### config.mk
export PLATFORM = sky130hd
export DESIGN_NAME = sdram_arbiter_flat
export DESIGN_NICKNAME = d
export VERILOG_FILES = /design/src/rtl/sdram_arbiter_if.sv /design/src/rtl/sdram_arbiter.sv /design/src/flat_wrapper.sv
export SDC_FILE = /design/constraint.sdc
export NUM_CORES = 1
export LEC_CHECK = 0
export ABC_AREA = 1
export BUFFER_PORTS_ARGS = -buffer_cell sky130_fd_sc_hd__buf_2
export CAP_MARGIN = 20
export CORE_MARGIN = 3
export CORE_UTILIZATION = 47
export DETAILED_ROUTE_END_ITERATION = 12
export PLACE_DENSITY = 0.8
export SLEW_MARGIN = 20
export SYNTH_ARGS = -nofsm -noshare
export SYNTH_HDL_FRONTEND = slang
export SYNTH_SLANG_ARGS = --single-unit
### constraint.sdc
create_clock -name clock -period 2.14 [get_ports clock]
set_input_delay 0.428 -clock clock [delete_from_list [all_inputs] [get_ports clock]]
set_output_delay 0.428 -clock clock [all_outputs]
set_load 0.01 [all_outputs]
### src/rtl/sdram_arbiter_if.sv
// rtl/sdram_arbiter_if.sv - requester ports and SDRAM controller strobes for sdram_arbiter
// slave = arbiter view; master = requester/controller side (testbench or surrounding logic).
interface sdram_arbiter_if;
  logic        p0_req;
  logic        p0_we;
  logic [25:0] p0_addr;
  logic [7:0]  p0_wdata;
  logic        p0_ack;
  logic        p0_err;
  logic [7:0]  p0_rdata;

  logic        p1_req;
  logic        p1_we;
  logic [25:0] p1_addr;
  logic [7:0]  p1_wdata;
  logic        p1_ack;
  logic        p1_err;
  logic [7:0]  p1_rdata;

  logic        mem_mreq;
  logic        mem_read;
  logic        mem_write;
  logic [25:0] mem_address;
  logic [7:0]  mem_in;
  logic        mem_ce;
  logic [7:0]  mem_out;

  modport slave (
    input  p0_req, p0_we, p0_addr, p0_wdata,
    input  p1_req, p1_we, p1_addr, p1_wdata,
    input  mem_ce, mem_out,
    output p0_ack, p0_err, p0_rdata,
    output p1_ack, p1_err, p1_rdata,
    output mem_mreq, mem_read, mem_write, mem_address, mem_in
  );

  modport master (
    output p0_req, p0_we, p0_addr, p0_wdata,
    output p1_req, p1_we, p1_addr, p1_wdata,
    output mem_ce, mem_out,
    input  p0_ack, p0_err, p0_rdata,
    input  p1_ack, p1_err, p1_rdata,
    input  mem_mreq, mem_read, mem_write, mem_address, mem_in
  );
endinterface

### src/rtl/sdram_arbiter.sv
// rtl/sdram_arbiter.sv - two-port SDRAM request arbiter with acceptance timeout
// Round-robin grant by default; define SDRAM_ARB_P1_PRIORITY_EN for fixed port1-over-port0 priority.
module sdram_arbiter #(
  parameter int TIMEOUT = 255
) (
  input logic            clock,
  input logic            reset_n,
  sdram_arbiter_if.slave bus
);

  localparam logic [1:0] S_IDLE  = 2'd0;
  localparam logic [1:0] S_ISSUE = 2'd1;
  localparam logic [1:0] S_WAIT  = 2'd2;

  localparam logic [7:0] LP_TIMEOUT = 8'(TIMEOUT);

  logic [1:0]  r_state;
  logic [7:0]  r_cnt;
  logic        r_gnt;
  logic        r_mem_mreq;
  logic        r_mem_read;
  logic        r_mem_write;
  logic [25:0] r_mem_address;
  logic [7:0]  r_mem_in;
  logic        r_p0_ack;
  logic        r_p0_err;
  logic [7:0]  r_p0_rdata;
  logic        r_p1_ack;
  logic        r_p1_err;
  logic [7:0]  r_p1_rdata;

  logic        w_any_req;
  logic        w_ack_now;
  logic        w_gnt;
  logic        w_sel_we;
  logic [25:0] w_sel_addr;
  logic [7:0]  w_sel_wdata;

  assign w_any_req = bus.p0_req | bus.p1_req;
  // Ack still high means the requester has not yet seen completion: leave a 1-cycle gap.
  assign w_ack_now = r_p0_ack | r_p1_ack;

`ifdef SDRAM_ARB_P1_PRIORITY_EN
  assign w_gnt = bus.p1_req;
`else
  logic r_last;
  assign w_gnt = (bus.p0_req & bus.p1_req) ? ~r_last : bus.p1_req;

  always_ff @(posedge clock) begin
    if (!reset_n) begin
      r_last <= 1'b1;
    end else if (r_state == S_WAIT && bus.mem_ce) begin
      r_last <= r_gnt;
    end
  end
`endif

  assign w_sel_we    = w_gnt ? bus.p1_we    : bus.p0_we;
  assign w_sel_addr  = w_gnt ? bus.p1_addr  : bus.p0_addr;
  assign w_sel_wdata = w_gnt ? bus.p1_wdata : bus.p0_wdata;

  always_ff @(posedge clock) begin
    if (!reset_n) begin
      r_state       <= S_IDLE;
      r_cnt         <= 8'd0;
      r_gnt         <= 1'b0;
      r_mem_mreq    <= 1'b0;
      r_mem_read    <= 1'b0;
      r_mem_write   <= 1'b0;
      r_mem_address <= 26'd0;
      r_mem_in      <= 8'd0;
      r_p0_ack      <= 1'b0;
      r_p0_err      <= 1'b0;
      r_p0_rdata    <= 8'd0;
      r_p1_ack      <= 1'b0;
      r_p1_err      <= 1'b0;
      r_p1_rdata    <= 8'd0;
    end else begin
      r_p0_ack <= 1'b0;
      r_p0_err <= 1'b0;
      r_p1_ack <= 1'b0;
      r_p1_err <= 1'b0;
      case (r_state)
        S_IDLE: begin
          if (w_any_req && !w_ack_now) begin
            r_gnt         <= w_gnt;
            r_mem_address <= w_sel_addr;
            r_mem_in      <= w_sel_wdata;
            r_mem_mreq    <= 1'b1;
            r_mem_read    <= ~w_sel_we;
            r_mem_write   <= w_sel_we;
            r_cnt         <= 8'd0;
            r_state       <= S_ISSUE;
          end
        end
        S_ISSUE: begin
          if (!bus.mem_ce) begin
            r_state <= S_WAIT;
          end else if (r_cnt == LP_TIMEOUT) begin
            // Controller never accepted: abort with error, read data left untouched.
            r_mem_mreq  <= 1'b0;
            r_mem_read  <= 1'b0;
            r_mem_write <= 1'b0;
            if (r_gnt) begin
              r_p1_ack <= 1'b1;
              r_p1_err <= 1'b1;
            end else begin
              r_p0_ack <= 1'b1;
              r_p0_err <= 1'b1;
            end
            r_state <= S_IDLE;
          end else begin
            r_cnt <= r_cnt + 8'd1;
          end
        end
        S_WAIT: begin
          if (bus.mem_ce) begin
            r_mem_mreq  <= 1'b0;
            r_mem_read  <= 1'b0;
            r_mem_write <= 1'b0;
            if (r_gnt) begin
              r_p1_ack <= 1'b1;
              if (!r_mem_write) r_p1_rdata <= bus.mem_out;
            end else begin
              r_p0_ack <= 1'b1;
              if (!r_mem_write) r_p0_rdata <= bus.mem_out;
            end
            r_state <= S_IDLE;
          end
        end
        default: r_state <= S_IDLE;
      endcase
    end
  end

  assign bus.mem_mreq    = r_mem_mreq;
  assign bus.mem_read    = r_mem_read;
  assign bus.mem_write   = r_mem_write;
  assign bus.mem_address = r_mem_address;
  assign bus.mem_in      = r_mem_in;
  assign bus.p0_ack      = r_p0_ack;
  assign bus.p0_err      = r_p0_err;
  assign bus.p0_rdata    = r_p0_rdata;
  assign bus.p1_ack      = r_p1_ack;
  assign bus.p1_err      = r_p1_err;
  assign bus.p1_rdata    = r_p1_rdata;

endmodule

### src/flat_wrapper.sv
// flat-port wrapper written by rule: the top's interface ports become plain ports
module sdram_arbiter_flat 
#(
  parameter int TIMEOUT = 255
)
  (clock, reset_n, bus_p0_req, bus_p0_we, bus_p0_addr, bus_p0_wdata, bus_p1_req, bus_p1_we, bus_p1_addr, bus_p1_wdata, bus_mem_ce, bus_mem_out, bus_p0_ack, bus_p0_err, bus_p0_rdata, bus_p1_ack, bus_p1_err, bus_p1_rdata, bus_mem_mreq, bus_mem_read, bus_mem_write, bus_mem_address, bus_mem_in);
  sdram_arbiter_if bus_i ();
  input logic clock;
  input logic reset_n;
  input wire logic [$bits(bus_i.p0_req)-1:0] bus_p0_req;
  input wire logic [$bits(bus_i.p0_we)-1:0] bus_p0_we;
  input wire logic [$bits(bus_i.p0_addr)-1:0] bus_p0_addr;
  input wire logic [$bits(bus_i.p0_wdata)-1:0] bus_p0_wdata;
  input wire logic [$bits(bus_i.p1_req)-1:0] bus_p1_req;
  input wire logic [$bits(bus_i.p1_we)-1:0] bus_p1_we;
  input wire logic [$bits(bus_i.p1_addr)-1:0] bus_p1_addr;
  input wire logic [$bits(bus_i.p1_wdata)-1:0] bus_p1_wdata;
  input wire logic [$bits(bus_i.mem_ce)-1:0] bus_mem_ce;
  input wire logic [$bits(bus_i.mem_out)-1:0] bus_mem_out;
  output wire logic [$bits(bus_i.p0_ack)-1:0] bus_p0_ack;
  output wire logic [$bits(bus_i.p0_err)-1:0] bus_p0_err;
  output wire logic [$bits(bus_i.p0_rdata)-1:0] bus_p0_rdata;
  output wire logic [$bits(bus_i.p1_ack)-1:0] bus_p1_ack;
  output wire logic [$bits(bus_i.p1_err)-1:0] bus_p1_err;
  output wire logic [$bits(bus_i.p1_rdata)-1:0] bus_p1_rdata;
  output wire logic [$bits(bus_i.mem_mreq)-1:0] bus_mem_mreq;
  output wire logic [$bits(bus_i.mem_read)-1:0] bus_mem_read;
  output wire logic [$bits(bus_i.mem_write)-1:0] bus_mem_write;
  output wire logic [$bits(bus_i.mem_address)-1:0] bus_mem_address;
  output wire logic [$bits(bus_i.mem_in)-1:0] bus_mem_in;
  assign bus_i.p0_req = bus_p0_req;
  assign bus_i.p0_we = bus_p0_we;
  assign bus_i.p0_addr = bus_p0_addr;
  assign bus_i.p0_wdata = bus_p0_wdata;
  assign bus_i.p1_req = bus_p1_req;
  assign bus_i.p1_we = bus_p1_we;
  assign bus_i.p1_addr = bus_p1_addr;
  assign bus_i.p1_wdata = bus_p1_wdata;
  assign bus_i.mem_ce = bus_mem_ce;
  assign bus_i.mem_out = bus_mem_out;
  assign bus_p0_ack = bus_i.p0_ack;
  assign bus_p0_err = bus_i.p0_err;
  assign bus_p0_rdata = bus_i.p0_rdata;
  assign bus_p1_ack = bus_i.p1_ack;
  assign bus_p1_err = bus_i.p1_err;
  assign bus_p1_rdata = bus_i.p1_rdata;
  assign bus_mem_mreq = bus_i.mem_mreq;
  assign bus_mem_read = bus_i.mem_read;
  assign bus_mem_write = bus_i.mem_write;
  assign bus_mem_address = bus_i.mem_address;
  assign bus_mem_in = bus_i.mem_in;
  sdram_arbiter #(.TIMEOUT(TIMEOUT)) u_core (.clock(clock), .reset_n(reset_n), .bus(bus_i));
endmodule
==> impl.org <==
** Run status
- The run finished with clean final reports.

** Power and ir drop
- Across the VDD grid, the largest voltage drop is 0.5669 mV.
- Net switching is between 30 and 40% of the power.
- Register share of total power :: 41.9%
- Internal power consumption :: 2.517 mW
- Reported leakage power :: 2.003 nW
- Switching pwr :: 1.081 mW
- In this run, the combinational gates consume 23.0% of the power.
- The clock network is responsible for 35.1% of the overall power.
- Power per cell area :: 881.6 nW/µm²

** Setup path
- Logic depth of the worst register-to-register path :: 8
- The worst register-to-register path begins at u_core.r_state[1].
- For flop-to-flop paths, the worst setup slack is 0.30 ns.
- The worst register-to-register path ends at u_core.bus.mem_read.
- Worst setup startpoint :: u_core.r_state[1]
- STA puts the critical path data arrival time at 2.05 ns.
- The worst setup path is captured at a flip-flop.
- Required time at the endpoint of the critical path :: 2.35 ns
- Along the worst path, the maximum fanout reaches 12.
- The critical path ends at u_core.bus.mem_read.
- Startpoint type of the worst setup path :: flip-flop
- Type of the worst setup path :: flip-flop to flip-flop

** Global routing
- Wire length of the first global-routing pass :: 14010 µm
- Pin count of the biggest net entering global routing :: 71
- Via count of the first global-routing pass :: 3190
- The number of antenna violations at the first check in global routing is 0.
- Total Routing Usage GR :: around 23%
- Sum of overflow across all layers after global routing :: 0

** CTS
- Clock latency of the later-clocked register in the worst-skew pair :: 0.35 ns
- The clock net in this run drives a total of 69 sinks.
- The number of setup buffers added after CTS is 0.
- Buffers inserted during clock tree synthesis total 9.
- The clock passes through at most 2 buffers.
- Clock slew seen by the registers of the worst setup and hold paths :: around 0.070 ns
- Cts-stage hold buffer count :: 0
- CTS root buffer :: sky130_fd_sc_hd__clkbuf_8
- TritonCTS built the clock tree.
- The clock tree synthesis step divided the H-tree into 3 levels.
- Post-CTS sizing :: 0

** Cells and area
- Final #Nets :: roughly 640
- Counting the fill cells in the layout gives 578.
- The area growth from synthesis to layout is 31.06%.
- Most used cells in the layout excluding fill and tap cells :: sky130_fd_sc_hd__buf_2, sky130_fd_sc_hd__nand2_1, sky130_fd_sc_hd__dfxtp_1, sky130_fd_sc_hd__nand3_1, sky130_fd_sc_hd__o21ai_0
- Fraction of final layout cells with drive strength greater than 1 :: about a third
- The number of antenna diodes in the final layout is 0.
- Leaving out fill and tap cells, the most frequent cell in the layout is sky130_fd_sc_hd__buf_2.

** STA
- Worst setup margin :: 0.3040 ns
- Clock period minus worst slack :: between 1.5 and 2 ns
- Slew HR :: 74.51%
- Total negative setup slack :: 0 ns
- Worst hold slack across all endpoints :: roughly 0.33 ns
- For this run, the top clock speed supported by timing is 544.7 MHz.
- Final hold viol count :: 0
- In the finished design, the share of the clock period the worst path needs comes to 85.80%.
- Final setup violation count :: 0
- Max Slew Vio Count :: 0
- Pin slew with the least headroom to its limit :: between 0.3 and 0.4 ns
- Clock Skew :: 0.01134 ns
- Setup repair after global routing left no endpoint under its margin.

** Synthesis
- When the netlist entered floorplanning its net count stood at 512.
- Sequential elements use 44.36% of the synthesized area.
- In this run the cell area of the synthesized design comes to 3114 µm².
- Synthesized instance count :: 424
- Synthesis inferred 69 register bits.
- The number of different library cells used by synthesis comes to 26.
- For this run, the number of Yosys warnings is 0.
- Mean post-synth cell area :: ~7.3 µm²

** Routing
- The first detailed-routing pass took 4 iterations.
- Total number of vias :: around 3300
- Routed WL :: about 8600 µm
- Once detail routing completed, the nets flagged for antenna violations numbered 0.
- Number of DRC violations after detailed-routing iteration 0 :: 175
- For this run, design rule violations remaining after detail routing come to 0.
- DR WL/cell :: 13.47 µm
- Vias per Instance :: 5.207

** Placement
- Last weighted congestion value of the routability-driven placer :: 0.8960
- After legalization and detailed placement, the total HPWL measured 6263 µm.
- The count of buffers added on input and output ports is 139.
- Worst slack at placement :: roughly 0.34 ns

** Hold path
- The path class of the tightest hold or removal check is input port to flip-flop.

** Floorplanning
- Count of standard-cell rows :: 29
- Placeable core area :: 6386 µm²
- Boundary Pins :: 140
- Die width :: about 87 µm
- The floorplan step defined a die boundary enclosing 7639 µm².
- Effective utilization at floorplan :: 48.77%
- Vertical extent of the die :: 87.40 µm

** Run
- Max capacitance violation total :: 0
## worst min path at each step
stage	startpoint	endpoint	slack [ns]	depth (start not counted)
finish	bus_mem_out[7]	u_core.bus.p0_rdata[7]	0.33	3
floorplan	u_core.r_cnt[6]	u_core.r_cnt[6]	0.43	2
global placement	u_core.r_cnt[6]	u_core.r_cnt[6]	0.45	2
CTS	bus_mem_out[1]	u_core.bus.p1_rdata[1]	0.31	3
global route	bus_p0_addr[10]	u_core.bus.mem_address[10]	0.33	3
detailed placement	u_core.r_cnt[6]	u_core.r_cnt[6]	0.46	2
## state kept, by name, indices dropped and copies added, names as in the netlist, 2 cells and up
signal                  cells
u_core.bus.mem_address     26
u_core.bus.mem_in           8
u_core.bus.p0_rdata         8
u_core.bus.p1_rdata         8
u_core.r_cnt                8
u_core.r_state              2
## Yosys cell counts
cell / n / share of area, %
sky130_fd_sc_hd__nand2_1: 76 / 9.2
sky130_fd_sc_hd__dfxtp_1: 69 / 44
sky130_fd_sc_hd__nand3_1: 53 / 8.5
sky130_fd_sc_hd__o21ai_0: 50 / 8.0
sky130_fd_sc_hd__nor2_1: 49 / 5.9
sky130_fd_sc_hd__a31oi_1: 34 / 6.8
sky130_fd_sc_hd__inv_1: 24 / 2.9
sky130_fd_sc_hd__a21oi_1: 16 / 2.6
sky130_fd_sc_hd__clkbuf_1: 12 / 1.4
sky130_fd_sc_hd__buf_2: 6 / 0.96
sky130_fd_sc_hd__ha_1: 5 / 2.0
sky130_fd_sc_hd__nand2_2: 5 / 1.0
sky130_fd_sc_hd__o21ai_1: 4 / 0.64
sky130_fd_sc_hd__buf_1: 3 / 0.36
sky130_fd_sc_hd__buf_4: 3 / 0.72
sky130_fd_sc_hd__nor2_4: 3 / 1.1
sky130_fd_sc_hd__nand2_4: 2 / 0.72
sky130_fd_sc_hd__nor2_2: 2 / 0.40
sky130_fd_sc_hd__a21oi_4: 1 / 0.52
sky130_fd_sc_hd__buf_6: 1 / 0.36
sky130_fd_sc_hd__inv_2: 1 / 0.12
sky130_fd_sc_hd__nand3b_1: 1 / 0.24
sky130_fd_sc_hd__nand4_1: 1 / 0.20
sky130_fd_sc_hd__nor3_1: 1 / 0.16
sky130_fd_sc_hd__nor3_4: 1 / 0.52
sky130_fd_sc_hd__o211ai_1: 1 / 0.24
## critical path, stage by stage (launching register included)
cell	delay [ns]
sky130_fd_sc_hd__dfxtp_1	0.38
sky130_fd_sc_hd__inv_1	0.08
sky130_fd_sc_hd__ha_1	0.26
sky130_fd_sc_hd__inv_1	0.26
sky130_fd_sc_hd__nor2_4	0.07
sky130_fd_sc_hd__a21oi_4	0.30
sky130_fd_sc_hd__nand3_1	0.20
sky130_fd_sc_hd__nand2_1	0.10
sky130_fd_sc_hd__a21oi_1	0.06
## power groups by stage
| stage | Clock [mW] | Sequential, mW | Combinational, mW |
|---|---|---|---|
| CTS | 1.28 | 1.51 | 0.828 |
| detailed placement | 0 | 1.53 | 0.827 |
| global placement | 0 | 1.53 | 0.812 |
| finish | 1.26 | 1.51 | 0.827 |
| global route | 1.33 | 1.52 | 0.920 |
| floorplan | 0 | 1.59 | 0.468 |
## routing by layer
layer / part of all wire (%) / routed length (µm) / global-route usage, % / up-vias
met5: 0 / 0 / 0 / -
met4: 2.6 / 219 / 9.763 / 0
met3: 6.7 / 578 / 6.623 / 18
met2: 49 / 4179 / 38.01 / 114
met1: 42 / 3600 / 27.88 / 1488
li1: - / - / - / 1697
## through the flow
stage               total power, mW  util (%)  cells  cell area (µm²)
floorplan                     2.057         -    424             3114
global placement              2.339     60.19    621             3844
detailed placement            2.359     60.19    621             3844
CTS                           3.614     63.91    637             4081
global route                  3.775     63.91    637             4081
finish                        3.598     63.91    637             4081
## cells by family after synthesis
group                      share of synthesized area (%)
adders and majority gates                          2.009
DFF                                                44.36
AOI/OAI and AO/OA                                  18.84
buffers and inverters                              6.870
and+or+nand+nor                                    27.92
## area by class of cell
class                      instances  area [µm²]  area share (%)
clock buffer                       9       123.9           3.035
clock inverter                     7       113.9           2.790
inverter                          25       93.84           2.299
multi-input combinational        305        1519           37.22
sequential                        69        1381           33.84
tap                               77       96.34           2.361
timing repair buffer             145       753.2           18.45
Note: power is estimated with default switching activity, not from simulation.
